===== src/rtl/axis_fifo_pkg.sv =====
// Shared constants and the stored-word layout for the AXI4-Stream FIFO.
// The module-level word type is rebuilt from DATA_WIDTH; this one describes the default.
package axis_fifo_pkg;

  localparam int DEFAULT_ADDR_WIDTH = 4;
  localparam int DEFAULT_DATA_WIDTH = 8;

  typedef struct packed {
    logic                          tlast;
    logic                          tuser;
    logic [DEFAULT_DATA_WIDTH-1:0] tdata;
  } axis_word_t;

  // Beats held in total: the RAM plus the single output register.
  function automatic int unsigned fifo_capacity(input int unsigned addr_width);
    return (32'd1 << addr_width) + 32'd1;
  endfunction

endpackage


===== src/rtl/axis_fifo_ram.sv =====
// Simple dual-port RAM: one write port, one synchronous read port whose
// register doubles as the FIFO output stage.
module axis_fifo_ram #(
  parameter int ADDR_WIDTH = 4,
  parameter int WIDTH      = 10
) (
  input  logic                  clk,
  input  logic                  rst,
  input  logic                  wr_en,
  input  logic [ADDR_WIDTH-1:0] wr_addr,
  input  logic [WIDTH-1:0]      wr_data,
  input  logic                  rd_en,
  input  logic [ADDR_WIDTH-1:0] rd_addr,
  output logic [WIDTH-1:0]      rd_data
);

  logic [WIDTH-1:0] mem [2**ADDR_WIDTH];

  // NOTE: the storage array is deliberately not reset; resetting it would block
  // RAM inference and buys nothing, since the pointers define which words are live.
  always_ff @(posedge clk) begin
    if (wr_en) mem[wr_addr] <= wr_data;
  end

  // NOTE: sequential state uses non-blocking assignments so every register
  // samples values from before the edge, independent of block ordering.
  always_ff @(posedge clk) begin
    if (rst)        rd_data <= '0;
    else if (rd_en) rd_data <= mem[rd_addr];
  end

endmodule


===== src/rtl/axis_fifo_wrapper.sv =====
// Single-clock AXI4-Stream FIFO: 2^ADDR_WIDTH-word RAM plus one output register.
// Reset is synchronous, active-high, and also stalls the input handshake.
module axis_fifo_wrapper
  import axis_fifo_pkg::*;
#(
  parameter int ADDR_WIDTH = DEFAULT_ADDR_WIDTH,
  parameter int DATA_WIDTH = DEFAULT_DATA_WIDTH
) (
  input  logic                  clk,
  input  logic                  async_rst,
  input  logic [DATA_WIDTH-1:0] input_axis_tdata,
  input  logic                  input_axis_tvalid,
  output logic                  input_axis_tready,
  input  logic                  input_axis_tlast,
  input  logic                  input_axis_tuser,
  output logic [DATA_WIDTH-1:0] output_axis_tdata,
  output logic                  output_axis_tvalid,
  input  logic                  output_axis_tready,
  output logic                  output_axis_tlast,
  output logic                  output_axis_tuser
);

  localparam int PTR_W = ADDR_WIDTH + 1;

  typedef struct packed {
    logic                  tlast;
    logic                  tuser;
    logic [DATA_WIDTH-1:0] tdata;
  } word_t;

  logic [PTR_W-1:0] wr_ptr;
  logic [PTR_W-1:0] rd_ptr;
  logic             out_valid;
  logic             empty;
  logic             full;
  logic             wr_en;
  logic             load;
  word_t            wr_word;
  word_t            rd_word;

  // The extra pointer MSB tells full from empty when the address bits match.
  assign empty = (wr_ptr == rd_ptr);
  assign full  = (wr_ptr[ADDR_WIDTH] != rd_ptr[ADDR_WIDTH]) &&
                 (wr_ptr[ADDR_WIDTH-1:0] == rd_ptr[ADDR_WIDTH-1:0]);

  assign input_axis_tready = !full && !async_rst;
  assign wr_en             = input_axis_tvalid && input_axis_tready;
  assign load              = !empty && (!out_valid || output_axis_tready);

  assign wr_word = '{tlast: input_axis_tlast, tuser: input_axis_tuser, tdata: input_axis_tdata};

  axis_fifo_ram #(
    .ADDR_WIDTH(ADDR_WIDTH),
    .WIDTH     ($bits(word_t))
  ) u_ram (
    .clk    (clk),
    .rst    (async_rst),
    .wr_en  (wr_en),
    .wr_addr(wr_ptr[ADDR_WIDTH-1:0]),
    .wr_data(wr_word),
    .rd_en  (load),
    .rd_addr(rd_ptr[ADDR_WIDTH-1:0]),
    .rd_data(rd_word)
  );

  always_ff @(posedge clk) begin
    if (async_rst) begin
      wr_ptr    <= '0;
      rd_ptr    <= '0;
      out_valid <= 1'b0;
    end else begin
      if (wr_en) wr_ptr <= wr_ptr + PTR_W'(1);
      if (load)  rd_ptr <= rd_ptr + PTR_W'(1);
      // A load refills the stage even while the current beat is leaving.
      if (load)                    out_valid <= 1'b1;
      else if (output_axis_tready) out_valid <= 1'b0;
    end
  end

  assign output_axis_tvalid = out_valid;
  assign output_axis_tdata  = rd_word.tdata;
  assign output_axis_tlast  = rd_word.tlast;
  assign output_axis_tuser  = rd_word.tuser;

endmodule


===== config.mk =====
export PLATFORM = sky130hd
export DESIGN_NAME = axis_fifo_wrapper
export DESIGN_NICKNAME = d
export VERILOG_FILES = /design/src/rtl/axis_fifo_pkg.sv /design/src/rtl/axis_fifo_ram.sv /design/src/rtl/axis_fifo_wrapper.sv
export SDC_FILE = /design/constraint.sdc
export NUM_CORES = 1
export LEC_CHECK = 0
export ABC_AREA = 1
export CORE_ASPECT_RATIO = 1.4
export CORE_MARGIN = 2
export CORE_UTILIZATION = 40
export DETAILED_ROUTE_END_ITERATION = 8
export SYNTH_ARGS = -nofsm -noshare
export SYNTH_HDL_FRONTEND = slang
export SYNTH_SLANG_ARGS = --single-unit

===== constraint.sdc =====
create_clock -name clk -period 2.15 [get_ports clk]
set_input_delay 0.215 -clock clk [delete_from_list [all_inputs] [get_ports clk]]
set_output_delay 0.215 -clock clk [all_outputs]
set_load 0.03 [all_outputs]

==> results_dict.tcl <==
set metrics [dict create \
    status "completed" \
    fmax_mhz 499 \
    root_buffer "clkbuf_16" \
    rsz0062_at_grt "false" \
    detail_route.first_pass.iterations 5 \
    routed_wl_mm 18.8 \
    grt_use_total_pct 19.0 \
    final_cell_mix "nand2_1 (200), edfxtp_1 (160), nor2_1 (109)" \
    finalPower_mw 9.88 \
    critPathKind "flip-flop to primary output" \
    crit_path_max_fanout 6 \
    dp_hpwl_mm 12.0 \
    drcViolationCount 0 \
    worstSkewPairLatency_ns 0.42 \
    die_area_um2 20700 \
    r2r_end "u_ram.mem[7][8]$_DFFE_PP_" \
    cp.arrival_ns 1.79 \
    grt_remaining_overflow 0 \
    synth_edf_count 160 \
    antenna_found_initial 0 \
    min_to "wr_ptr[3]$_SDFFE_PP0P_" \
    slew_headroom_pct 58.7 \
    worst_slew_pin_slew_ns 0.617 \
    ioPinCount 26 \
    syn-instance-count 775 \
    required_ns 1.93 \
    internal_power_mw 6.37 \
    p_leak_nw 3.70 \
    clkPwrFrac_pct 29.5 \
    p_sw_share_pct 35.5 \
    clock_path_buffers 2 \
    syn_avg_cell_area_um2 10.1 \
    holdPathStages 2 \
    synth_area_um2 7810 \
    clock_sinks 181 \
    wire_per_inst_um 17.3 \
    power-per-cell-area_nw_per_um2 1090 \
    floorplan.initialDensity_pct 40.6 \
    place_inst 1052 \
    cts_hold_buf 0 \
    synthTopCellsByArea "edfxtp_1 (62%), nand2_1 (9.6%), dfxtp_1 (5.4%), nor2_1 (5.2%), nand3_1 (4.3%)" \
    nets 842 \
    htreeDepth 4 \
    rows 60 \
    reg2regPathDepth 9 \
    die_w_um 122 \
    place.gp.congestion 0.855 \
    synth_top_area_cell "edfxtp_1" \
    synth_top_area_share_pct 61.5 \
    period_minus_slack_ns 2.00 \
    tns_ns 0 \
    grt_pass1_wl_mm 28.2 \
    final-hold-violation-count 0 \
    postRouteAntennaNets 0 \
    drive_above_1_share_pct 10.8 \
    worst_slack_ns 0.145 \
    rrSetupSlack_ns 0.37 \
    seq_area_frac_synth_pct 66.9 \
    drtIter0Drc 471 \
    yosysWarnings 0 \
    yosys_register_bits 181 \
    max-cap-violations 0 \
    area_growth_pct 16.3 \
    ys.flop_type "edfxtp_1" \
    num_vias 5224 \
    r2r-start "wr_ptr[0]$_SDFFE_PP0P_" \
    hold_class "flip-flop to flip-flop" \
    power_frac_seq_pct 40.6 \
    ir_drop_mv 0.629 \
    clock_skew_ns 0.00963 \
    p_sw_mw 3.51 \
    start_kind "flip-flop" \
    port-buffer-count 25 \
    final_cells 1084 \
    vias_per_cell 4.82 \
    cts_buffers 17 \
    placed_area_um2 8500 \
    dieHeight_um 169 \
    maxSlewViolCount 0 \
    design_area_um2 9080 \
    cts_tree "yes" \
    core_um2 19200 \
    cts.reportedPaths.clkPinSlew_ns 0.06 \
    setup_viol 0 \
    syn-num-nets 794 \
    synthArstFlopShare_pct 0 \
    synth_cell_type_count 28 \
    grt_pass1_vias 5004 \
    final_common_cell "nand2_1" \
    dp_slack_ns 0.191 \
    period_share_pct 93.2 \
    grt_max_degree 82 \
    critPathCaptureType "primary output" \
    combPwrFrac_pct 29.9 \
    hold_path.startpoint "wr_ptr[3]$_SDFFE_PP0P_" \
    antenna_cells 0 \
]
-- power by group through the flow --
stage / Clock (mW) / Sequential [mW] / Combinational, mW
2_1_floorplan: 0 / 4.23 / 1.88
3_3_place_gp: 0 / 4.08 / 2.95
3_5_place_dp: 0 / 4.08 / 2.94
4_1_cts: 2.97 / 4.01 / 2.95
5_1_grt: 3.10 / 4.02 / 3.24
6_report: 2.92 / 4.01 / 2.95
-- through the flow --
step	util, %	hold WS (ns)
after floorplan	-	0.314
after global placement	44.2	0.497
after detailed placement	44.2	0.500
after CTS	47.2	0.514
final	47.3	0.509
after global routing	47.3	0.542
-- sequential cells by signal, summed over array words and instances (netlist names) --
name,count
output_axis_tvalid,1
rd_ptr,5
u_ram.mem,160
u_ram.rd_data,10
wr_ptr,5
-- synth_stat cells (5+ instances only) --
library cell and count:
nand2_1 200, edfxtp_1 160, nor2_1 109, inv_1 89, nand3_1 67, o21ai_0 40
dfxtp_1 21, a21oi_1 16, clkbuf_1 16, buf_2 14, ha_1 5, inv_2 5
xor2_1 5
-- layer usage --
metal	vias to the layer above	global-route usage, %	share of wire [%]
met5	-	0	0
met2	138	33.0	52
met1	2430	22.8	41
met3	40	2.82	3.7
met4	0	9.15	3.6
li1	2616	-	-
-- worst max-delay path, cell delays in order, from the launching register on --
cell and delay (ns):
dfxtp_1 0.36, inv_1 0.10, nand2_1 0.07, nand2_1 0.08, nor2_4 0.17, nand3_4 0.13
nand2_1 0.09, inv_1 0.04, dlygate4sd2_1 0.34
-- timing repair --
| item | CTS | global route |
|---|---|---|
| hold endpoints to repair | 0 | 0 |
| setup buffers | 0 | 0 |
| gates resized for setup | 2 | 3 |
| setup endpoints to repair | 1 | 1 |
-- cells by family after synthesis --
family          count (synthesis)  share of synthesized area [%]
compound gates                 59                           3.83
flops                         181                           66.9
fa+ha+maj                       5                          0.801
simple gates                  392                           20.8
xor+xnor                        7                          0.785
buf+inv                       131                           6.86
-- worst max path at each step --
stage / slack (ns) / end / depth (start not counted) / from
finish: 0.15 / input_axis_tready / 8 / wr_ptr[0]$_SDFFE_PP0P_
floorplan: 0.04 / u_ram.mem[11][0]$_DFFE_PP_ / 8 / wr_ptr[2]$_SDFFE_PP0P_
detailed placement: 0.19 / input_axis_tready / 8 / wr_ptr[1]$_SDFFE_PP0P_
CTS: 0.06 / input_axis_tready / 8 / wr_ptr[1]$_SDFFE_PP0P_
global placement: 0.23 / input_axis_tready / 8 / wr_ptr[1]$_SDFFE_PP0P_
global route: 0.006 / input_axis_tready / 8 / wr_ptr[0]$_SDFFE_PP0P_
-- layout make-up --
class	instances	area, um2
Fill cell	1778	10100
Sequential cell	181	5230
Multi-Input combinational cell	463	2060
Timing Repair Buffer	65	562
Clock buffer	17	425
Inverter	95	357
Tap cell	248	310
Clock inverter	15	141
Power figures use the tool's default switching activity.
